<file path="config.mk">
export PLATFORM = sky130hd
export DESIGN_NAME = mem_wb_stage
export DESIGN_NICKNAME = d
export VERILOG_FILES = /design/src/rtl/mem_wb_stage.sv
export SDC_FILE = /design/constraint.sdc
export NUM_CORES = 1
export LEC_CHECK = 0
export BUFFER_PORTS_ARGS = -buffer_cell sky130_fd_sc_hd__buf_2
export CAP_MARGIN = 20
export CORE_MARGIN = 8
export CORE_UTILIZATION = 47
export DETAILED_ROUTE_END_ITERATION = 8
export PLACE_DENSITY = 0.87
export REMOVE_ABC_BUFFERS = 1
export SLEW_MARGIN = 15
export SYNTH_ARGS = -nofsm -noshare
export SYNTH_HDL_FRONTEND = slang
export SYNTH_SLANG_ARGS = --single-unit
</file>
<file path="constraint.sdc">
create_clock -name clk -period 2.1 [get_ports clk]
set_input_delay 0.42 -clock clk [delete_from_list [all_inputs] [get_ports clk]]
set_output_delay 0.42 -clock clk [all_outputs]
set_load 0.02 [all_outputs]
</file>
<file path="src/rtl/mem_wb_stage.sv">
// MEM/WB pipeline register: selects and formats the writeback value, then registers it for the register file.
// Optional build macro MISALIGN_TRAP_EN adds the misalign_err output and suppresses writes of misaligned loads.
module mem_wb_stage (
    input  logic        clk,
    input  logic        reset,
    input  logic        stall,
    input  logic        flush,
    input  logic        valid_in,
    input  logic        reg_write_in,
    input  logic [4:0]  rd_in,
    input  logic [1:0]  wb_sel_in,
    input  logic [2:0]  funct3_in,
    input  logic [31:0] alu_result_in,
    input  logic [31:0] mem_rdata_in,
    input  logic [31:0] pc_in,
    output logic [31:0] wb_data,
    output logic [4:0]  wb_address,
    output logic        wb_write_en,
`ifdef MISALIGN_TRAP_EN
    output logic        misalign_err,
`endif
    output logic        valid_out
);

    localparam logic [1:0] SEL_ALU = 2'b00;
    localparam logic [1:0] SEL_MEM = 2'b01;
    localparam logic [1:0] SEL_PC4 = 2'b10;

    localparam logic [2:0] F3_LB  = 3'b000;
    localparam logic [2:0] F3_LH  = 3'b001;
    localparam logic [2:0] F3_LBU = 3'b100;
    localparam logic [2:0] F3_LHU = 3'b101;

    logic [7:0]  load_byte;
    logic [15:0] load_half;
    logic [31:0] load_data;
    logic [31:0] pc_plus4;
    logic [31:0] src_data;
    logic        is_half;
    logic        is_byte;
    logic        misalign;
    logic        write_qual;

    logic [31:0] data_d;
    logic [4:0]  addr_d;
    logic        we_d;
    logic        valid_d;
    logic        err_d;
    logic        err_q;

    always_comb begin
        load_byte = 8'h00;
        case (alu_result_in[1:0])
            2'd0:    load_byte = mem_rdata_in[7:0];
            2'd1:    load_byte = mem_rdata_in[15:8];
            2'd2:    load_byte = mem_rdata_in[23:16];
            default: load_byte = mem_rdata_in[31:24];
        endcase
    end

    // Bit 0 never participates in halfword selection, so an odd halfword address is forced aligned.
    assign load_half = alu_result_in[1] ? mem_rdata_in[31:16] : mem_rdata_in[15:0];

    assign is_half = (funct3_in == F3_LH) || (funct3_in == F3_LHU);
    assign is_byte = (funct3_in == F3_LB) || (funct3_in == F3_LBU);

    always_comb begin
        load_data = mem_rdata_in;
        case (funct3_in)
            F3_LB:   load_data = {{24{load_byte[7]}}, load_byte};
            F3_LH:   load_data = {{16{load_half[15]}}, load_half};
            F3_LBU:  load_data = {24'h000000, load_byte};
            F3_LHU:  load_data = {16'h0000, load_half};
            default: load_data = mem_rdata_in;
        endcase
    end

    assign pc_plus4 = pc_in + 32'd4;

    always_comb begin
        src_data = alu_result_in;
        case (wb_sel_in)
            SEL_MEM: src_data = load_data;
            SEL_PC4: src_data = pc_plus4;
            default: src_data = alu_result_in;
        endcase
    end

`ifdef MISALIGN_TRAP_EN
    // Undefined funct3 values behave as LW, so they trap on any nonzero word offset too.
    assign misalign = valid_in && (wb_sel_in == SEL_MEM) &&
                      ((is_half && alu_result_in[0]) ||
                       (!is_half && !is_byte && (alu_result_in[1:0] != 2'b00)));
`else
    assign misalign = 1'b0;
`endif

    assign write_qual = valid_in && reg_write_in && (rd_in != 5'd0) && !misalign;

    // Priority: reset, then flush, then stall (hold), then load.
    always_comb begin
        data_d  = wb_data;
        addr_d  = wb_address;
        we_d    = wb_write_en;
        valid_d = valid_out;
        err_d   = err_q;
        if (reset || flush) begin
            data_d  = 32'h0000_0000;
            addr_d  = 5'd0;
            we_d    = 1'b0;
            valid_d = 1'b0;
            err_d   = 1'b0;
        end else if (!stall) begin
            data_d  = src_data;
            addr_d  = rd_in;
            we_d    = write_qual;
            valid_d = valid_in;
            err_d   = misalign;
        end
    end

    always_ff @(posedge clk) begin
        wb_data     <= data_d;
        wb_address  <= addr_d;
        wb_write_en <= we_d;
        valid_out   <= valid_d;
        err_q       <= err_d;
    end

`ifdef MISALIGN_TRAP_EN
    assign misalign_err = err_q;
`else
    logic unused_err;
    assign unused_err = err_q;
`endif

endmodule

</file>
==> reports/qor.json, run 1 <==
{
  "cts_hold_buf": {"value": 0},
  "ys_seq_elements": {"value": 39},
  "p_leak": {"value": 1.772, "unit": "nW"},
  "cellInternalPower": {"value": 1.250, "unit": "mW"},
  "clkSlewWorstSetupHoldPaths": {"value": 80, "unit": "ps"},
  "post_cts.resized_instances": {"value": 0},
  "clock_tree.buffer_depth": {"value": 2},
  "finalWorstSetupSlack": {"value": 379.8, "unit": "ps"},
  "worst-path-buf-inv": {"value": 2},
  "timing.critical_path.to_type": {"value": "flop"},
  "rr_startpoint": {"value": "wb_data[21]"},
  "die-height": {"value": 96.65, "unit": "µm"},
  "cts_htree_levels": {"value": 2},
  "dpl.cell_count": {"value": 618},
  "critical_path.cell_chain": {"value": "buf_2, nand4_4, or3_1, buf_4, o31a_1, o21ai_1, a31oi_1"},
  "timing.max_cap.violations": {"value": 0},
  "top_library_cells_by_usage_in_the_layout_fill_and_taps_aside": {"value": "sky130_fd_sc_hd__buf_2, sky130_fd_sc_hd__dfxtp_1, sky130_fd_sc_hd__a21oi_1"},
  "drcViolationCount": {"value": 0},
  "slowest_delay": {"value": 430, "unit": "ps"},
  "regToRegSetupSlack": {"value": 1260, "unit": "ps"},
  "avgRoutedWirePerCell": {"value": 19.59, "unit": "µm"},
  "dp.final_hpwl": {"value": 9835, "unit": "µm"},
  "clk_skew": {"value": 0, "unit": "ps"},
  "power_frac_seq": {"value": 40.9, "unit": "%"},
  "finalCritPeriodShare": {"value": 81.91, "unit": "%"},
  "die_x": {"value": 96.65, "unit": "µm"},
  "weighted_congestion_reported_at_the_end_of_routability_driven_placement": {"value": 0.9945},
  "detailed_place.area": {"value": 3918, "unit": "µm²"},
  "design.die.area": {"value": 9340, "unit": "µm²"},
  "synth.yosys.seq_area_share": {"value": 25.54, "unit": "%"},
  "crit_required": {"value": 2290, "unit": "ps"},
  "outcome": {"value": "finished clean"},
  "switching_share": {"value": 35.17, "unit": "%"},
  "slowest_stage": {"value": "sky130_fd_sc_hd__or3_1"},
  "tns": {"value": 0, "unit": "ps"},
  "synth_warnings": {"value": 0},
  "initial_core_util": {"value": 48.41, "unit": "%"},
  "fin_hold_ws": {"value": 340.6, "unit": "ps"},
  "drt-vias-per-instance": {"value": 6.272},
  "syn_area": {"value": 3057, "unit": "µm²"},
  "first_global_vias": {"value": 3837},
  "worst-path-max-fanout": {"value": 10},
  "largest_net_degree_at_the_start_of_global_routing": {"value": 21},
  "rsz_0062_raised_after_global_routing": {"value": "no"},
  "netlist.top_cell.by_area": {"value": "sky130_fd_sc_hd__dfxtp_1"},
  "cts_inserted_buffers": {"value": 5},
  "slew_headroom": {"value": 61.39, "unit": "%"},
  "synth-async-reset-ratio": {"value": 0, "unit": "%"},
  "timing.critical_path.arrival": {"value": 1910, "unit": "ps"},
  "final_layout_size_suffix_gt1_share": {"value": 37.16, "unit": "%"},
  "timing.critical_path.depth": {"value": 7},
  "antenna-diode-count": {"value": 0},
  "global_route_wire_length_before_repair": {"value": 18940, "unit": "µm"},
  "drt_iter0_drc": {"value": 270},
  "cts.sinks": {"value": 39},
  "cts-root-buf": {"value": "sky130_fd_sc_hd__clkbuf_8"},
  "final_common_cell": {"value": "sky130_fd_sc_hd__buf_2"},
  "synth.avg_cell_area": {"value": 7.719, "unit": "µm²"},
  "power_per_cell_area": {"value": 481.1, "unit": "nW/µm²"},
  "final_antenna_net_count": {"value": 0},
  "power.net_switching": {"value": 0.6780, "unit": "mW"},
  "non_filler_instance_count_after_layout": {"value": 626},
  "routed_wl": {"value": 12260, "unit": "µm"},
  "clock.fmax": {"value": 0.5813, "unit": "GHz"},
  "power.share.combinational": {"value": 31.2, "unit": "%"},
  "min_period": {"value": 1720, "unit": "ps"},
  "edff_count_synth": {"value": 0},
  "worstSetupEndpoint": {"value": "wb_data[24]"},
  "highest_ir_drop_seen_on_vdd": {"value": 0.2923, "unit": "mV"},
  "antenna_violations_before_repair": {"value": 1},
  "synth.lib_cells_used.distinct": {"value": 53},
  "final.fill_count": {"value": 585},
  "worst_setup_path_start_kind": {"value": "primary input"},
  "placement_rows": {"value": 29},
  "hold_path_class": {"value": "in2reg"},
  "final_global_route_overflow_total": {"value": 0},
  "critPathTopFamily": {"value": "simple AND/OR/NAND/NOR gates"},
  "finalSetupViolations": {"value": 0},
  "port_bufs": {"value": 150},
  "cts_setup_buffers": {"value": 0},
  "top_level_ports": {"value": 151},
  "synthCells": {"value": 396},
  "preCtsSetupSlack": {"value": 71.14, "unit": "ps"},
  "clockPowerShare": {"value": 27.8, "unit": "%"},
  "synth_top_cells_by_area": {"value": "sky130_fd_sc_hd__dfxtp_1, sky130_fd_sc_hd__o221ai_1, sky130_fd_sc_hd__a21oi_1, sky130_fd_sc_hd__a31oi_1, sky130_fd_sc_hd__o21ai_0"},
  "worstMarginPinSlew": {"value": 574.3, "unit": "ps"},
  "dominantRegCellSynth": {"value": "sky130_fd_sc_hd__dfxtp_1"},
  "report.final.slew_viol_count": {"value": 0},
  "track_usage": {"value": 23.97, "unit": "%"},
  "placeable_area": {"value": 6314, "unit": "µm²"},
  "yosysTopAreaCellShare": {"value": 25.54, "unit": "%"},
  "clk_lat_worst_skew": {"value": 300, "unit": "ps"},
  "worst-r2r-cell-count": {"value": 3},
  "final_net_count": {"value": 663},
  "timing.critical_path.from": {"value": "pc_in[4]"},
  "worstReg2RegEnd": {"value": "wb_data[21]"},
  "setup.worst_path.class": {"value": "in2reg"},
  "cts_tree": {"value": "built"},
  "detail_route.first_pass.iterations": {"value": 6},
  "area_growth_syn_to_layout": {"value": 31.07, "unit": "%"},
  "finalInstanceArea": {"value": 4006, "unit": "µm²"},
  "route.vias.total": {"value": 3926},
  "finalHoldViolations": {"value": 0}
}
sequential cells by signal (all words and copies together), names as in the netlist:
signal,flops
wb_data,32
wb_write_en,1
valid_out,1
wb_address,5
metal layers:
layer  track usage (%)  vias to the layer above  part of all wire (%)
met5                 0                        -                 0.065
met4             8.047                        2                   2.5
met3             6.117                       35                    10
met2             41.35                      243                    49
met1             27.97                     1827                    38
li1                  -                     1819                     -
synthesized netlist by cell type, types with 7 or more instances:
cell type	count
sky130_fd_sc_hd__mux2i_1	8
sky130_fd_sc_hd__nor4_1	9
sky130_fd_sc_hd__o21ai_0	22
sky130_fd_sc_hd__clkbuf_1	15
sky130_fd_sc_hd__nand2_1	28
sky130_fd_sc_hd__nor3_1	8
sky130_fd_sc_hd__a21oi_1	30
sky130_fd_sc_hd__a31oi_1	21
sky130_fd_sc_hd__dfxtp_1	39
sky130_fd_sc_hd__o221ai_1	28
sky130_fd_sc_hd__o31a_1	10
sky130_fd_sc_hd__mux2_2	9
sky130_fd_sc_hd__nor2_1	26
sky130_fd_sc_hd__nand3_1	21
sky130_fd_sc_hd__inv_1	21
sky130_fd_sc_hd__xor2_1	7
sky130_fd_sc_hd__xnor2_1	9
worst min-delay path by stage:
stage                                 from     endpoint  slack (ps)  cells past startpoint
after floorplan                wb_write_en  wb_write_en         540                      2
after detailed placement       wb_write_en  wb_write_en         450                      2
final                     alu_result_in[7]   wb_data[7]         340                      3
after global placement         wb_write_en  wb_write_en         450                      2
after global routing      alu_result_in[7]   wb_data[7]         350                      3
after CTS                 alu_result_in[7]   wb_data[7]         340                      3
cell type report:
class | instances | area (µm²) | area share, %
Sequential cell | 39 | 780.7 | 19.49
Clock inverter | 3 | 20.02 | 0.4997
Inverter | 21 | 78.83 | 1.968
Timing Repair Buffer | 176 | 945.9 | 23.61
Clock buffer | 5 | 68.82 | 1.718
Multi-Input combinational cell | 305 | 2016 | 50.31
Tap cell | 77 | 96.34 | 2.405
stage by stage:
| step | power (mW) | util [%] |
|---|---|---|
| after floorplan | 1.087 | - |
| after global placement | 1.383 | 62.05 |
| after detailed placement | 1.395 | 62.05 |
| after CTS | 1.928 | 63.46 |
| after global routing | 2.002 | 63.46 |
| final | 1.928 | 63.46 |
power groups by stage:
| stage | Sequential, mW | Clock [mW] | Combinational [mW] |
|---|---|---|---|
| after CTS | 0.789 | 0.547 | 0.592 |
| after detailed placement | 0.806 | 0 | 0.589 |
| after global placement | 0.804 | 0 | 0.579 |
| final | 0.789 | 0.537 | 0.602 |
| after global routing | 0.793 | 0.566 | 0.642 |
| after floorplan | 0.846 | 0 | 0.241 |
logic make-up after synthesis:
| family | Yosys count | synth area share [%] |
|---|---|---|
| DFF | 39 | 25.54 |
| adders and majority gates | 3 | 1.228 |
| muxes | 18 | 6.672 |
| xor gates and xnor gates | 16 | 4.585 |
| and+or+nand+nor | 123 | 21.33 |
| buffers and inverters | 52 | 8.596 |
| AOI/OAI and AO/OA | 145 | 32.05 |
worst register-to-register path: stages, from the launching register on:
cell and delay, ps:
sky130_fd_sc_hd__dfxtp_1 320, sky130_fd_sc_hd__o221ai_1 210, sky130_fd_sc_hd__nor2_1 60, sky130_fd_sc_hd__o2bb2ai_1 130
(Power assumes the default switching activity.)
==> inputs of run 2 (changes only) <==
- CORE_UTILIZATION: 47 -> 42
- PLACE_DENSITY: 0.87 -> 0.82
- clock period: 2.1 -> 1.5 ns (I/O delays scaled with it)
==> reports/qor.json, run 2 (synthesis results as in run 1) <==
{
  "final_net_count": {"value": 731},
  "first_global_vias": {"value": 4309},
  "worst_setup_path_start_kind": {"value": "primary input"},
  "antenna-diode-count": {"value": 0},
  "area_growth_syn_to_layout": {"value": 54.65, "unit": "%"},
  "outcome": {"value": "finished clean"},
  "placeable_area": {"value": 7137, "unit": "µm²"},
  "non_filler_instance_count_after_layout": {"value": 716},
  "report.final.slew_viol_count": {"value": 0},
  "crit_required": {"value": 1680, "unit": "ps"},
  "rsz_0062_raised_after_global_routing": {"value": "yes"},
  "final_common_cell": {"value": "sky130_fd_sc_hd__buf_2"},
  "die_x": {"value": 101.3, "unit": "µm"},
  "preCtsSetupSlack": {"value": -433.7, "unit": "ps"},
  "finalSetupViolations": {"value": 0},
  "cts_tree": {"value": "built"},
  "route.vias.total": {"value": 4104},
  "largest_net_degree_at_the_start_of_global_routing": {"value": 30},
  "min_period": {"value": 1474, "unit": "ps"},
  "final_global_route_overflow_total": {"value": 0},
  "regToRegSetupSlack": {"value": 660, "unit": "ps"},
  "initial_core_util": {"value": 42.83, "unit": "%"},
  "timing.critical_path.from": {"value": "pc_in[10]"},
  "clock.fmax": {"value": 0.6782, "unit": "GHz"},
  "power_frac_seq": {"value": 38.1, "unit": "%"},
  "hold_path_class": {"value": "in2reg"},
  "critical_path.cell_chain": {"value": "buf_2, nand3_4, or3_4, buf_8, o31a_1, o21ai_2, a31oi_1"},
  "cts.sinks": {"value": 39},
  "placement_rows": {"value": 31},
  "largest_register": {"value": "wb_data"},
  "switching_share": {"value": 34.93, "unit": "%"},
  "cellInternalPower": {"value": 1.887, "unit": "mW"},
  "cts_inserted_buffers": {"value": 5},
  "power_per_cell_area": {"value": 613.5, "unit": "nW/µm²"},
  "clock_tree.buffer_depth": {"value": 2},
  "worstMarginPinSlew": {"value": 332.6, "unit": "ps"},
  "whs_path_depth": {"value": 3},
  "final_layout_size_suffix_gt1_share": {"value": 47.65, "unit": "%"},
  "final_antenna_net_count": {"value": 0},
  "clk_lat_worst_skew": {"value": 290, "unit": "ps"},
  "rr_startpoint": {"value": "wb_data[16]"},
  "worst-r2r-cell-count": {"value": 3},
  "final.fill_count": {"value": 671},
  "track_usage": {"value": 25.57, "unit": "%"},
  "routed_wl": {"value": 13290, "unit": "µm"},
  "finalPower": {"value": 2.900, "unit": "mW"},
  "avgRoutedWirePerCell": {"value": 18.56, "unit": "µm"},
  "drt-vias-per-instance": {"value": 5.732},
  "drt_iter0_drc": {"value": 233},
  "clockPowerShare": {"value": 26.3, "unit": "%"},
  "worstSetupEndpoint": {"value": "wb_data[26]"},
  "cts_htree_levels": {"value": 2},
  "timing.max_cap.violations": {"value": 0},
  "highest_ir_drop_seen_on_vdd": {"value": 0.3732, "unit": "mV"},
  "drcViolationCount": {"value": 0},
  "power.share.combinational": {"value": 35.6, "unit": "%"},
  "finalInstanceArea": {"value": 4727, "unit": "µm²"},
  "design.die.area": {"value": 10260, "unit": "µm²"},
  "die-height": {"value": 101.3, "unit": "µm"},
  "timing.critical_path.to_type": {"value": "flop"},
  "slowest_stage": {"value": "sky130_fd_sc_hd__or3_4"},
  "top_regs": {"value": "wb_data x32, wb_address x5"},
  "port_bufs": {"value": 150},
  "cts_setup_buffers": {"value": 0},
  "detail_route.first_pass.iterations": {"value": 4},
  "top_library_cells_by_usage_in_the_layout_fill_and_taps_aside": {"value": "sky130_fd_sc_hd__buf_2, sky130_fd_sc_hd__buf_4, sky130_fd_sc_hd__dfxtp_1"},
  "finalCritPeriodShare": {"value": 98.29, "unit": "%"},
  "weighted_congestion_reported_at_the_end_of_routability_driven_placement": {"value": 0.9654},
  "worst-path-max-fanout": {"value": 8},
  "slew_headroom": {"value": 77.63, "unit": "%"},
  "detailed_place.area": {"value": 4473, "unit": "µm²"},
  "slowest_delay": {"value": 430, "unit": "ps"},
  "antenna_violations_before_repair": {"value": 0},
  "dp.final_hpwl": {"value": 10710, "unit": "µm"},
  "clk_skew": {"value": 0, "unit": "ps"},
  "cts-root-buf": {"value": "sky130_fd_sc_hd__clkbuf_8"},
  "timing.critical_path.arrival": {"value": 1660, "unit": "ps"},
  "p_leak": {"value": 2.151, "unit": "nW"},
  "worstReg2RegEnd": {"value": "wb_data[16]"},
  "largest_register_ffs": {"value": 32},
  "power.net_switching": {"value": 1.013, "unit": "mW"},
  "finalHoldViolations": {"value": 0},
  "finalWorstSetupSlack": {"value": 25.61, "unit": "ps"},
  "top_level_ports": {"value": 151},
  "dpl.cell_count": {"value": 707},
  "clkSlewWorstSetupHoldPaths": {"value": 90, "unit": "ps"},
  "global_route_wire_length_before_repair": {"value": 20960, "unit": "µm"},
  "setup.worst_path.class": {"value": "in2reg"}
}
run 2: power groups by stage:
stage                     clock network (mW)  registers (mW)  logic [mW]
after floorplan                            0            1.18       0.338
after global placement                     0            1.13       0.965
after detailed placement                   0            1.13       0.979
after CTS                              0.778            1.10       0.998
after global routing                   0.810            1.11        1.11
final                                  0.762            1.10        1.03
run 2: layout make-up:
| type | count | area, µm² | share of cell area [%] |
|---|---|---|---|
| well taps | 99 | 123.9 | 2.620 |
| multi-input cells | 305 | 2138 | 45.24 |
| clock inverters | 3 | 20.02 | 0.4235 |
| repair buffers | 244 | 1516 | 32.08 |
| clock buffers | 5 | 68.82 | 1.456 |
| inverters | 21 | 78.83 | 1.668 |
| flip-flops and latches | 39 | 780.7 | 16.52 |
run 2: worst max-delay path, delay by kind of cell:
kind	cells	cell delay, ps
and+or+nand+nor	2	550
buffers and inverters	2	270
AOI/OAI and AO/OA	3	520
run 2: metrics by stage:
step	util, %	setup TNS (ps)	hold slack [ps]
2_1_floorplan	-	-6464	419.0
3_3_place_gp	62.68	-8531	446.5
3_5_place_dp	62.68	-9483	456.4
4_1_cts	64.99	-8.011	226.7
5_1_grt	66.23	-9.633	242.0
6_report	66.23	0	233.8
run 2: repair_timing:
action,CTS,global route
endpoints found under the hold margin,0,0
hold buffers,0,0
cloned,1,0
setup endpoints to repair,18,25
gates resized for setup,18,23
pin swaps,3,12
run 2: worst min-delay path by stage:
stage	start	to
after floorplan	alu_result_in[7]	wb_data[7]
after global placement	wb_write_en	wb_write_en
after detailed placement	wb_write_en	wb_write_en
after CTS	alu_result_in[7]	wb_data[7]
after global routing	alu_result_in[7]	wb_data[7]
final	alu_result_in[7]	wb_data[7]
run 2: routing by layer:
metal  routed length [µm]  track usage [%]  up-vias
met5                    0                0        -
met4                  352            8.362        0
li1                     -                -     1954
met3                  934            4.399       26
met2                 6445            44.53      181
met1                 5560            31.00     1943
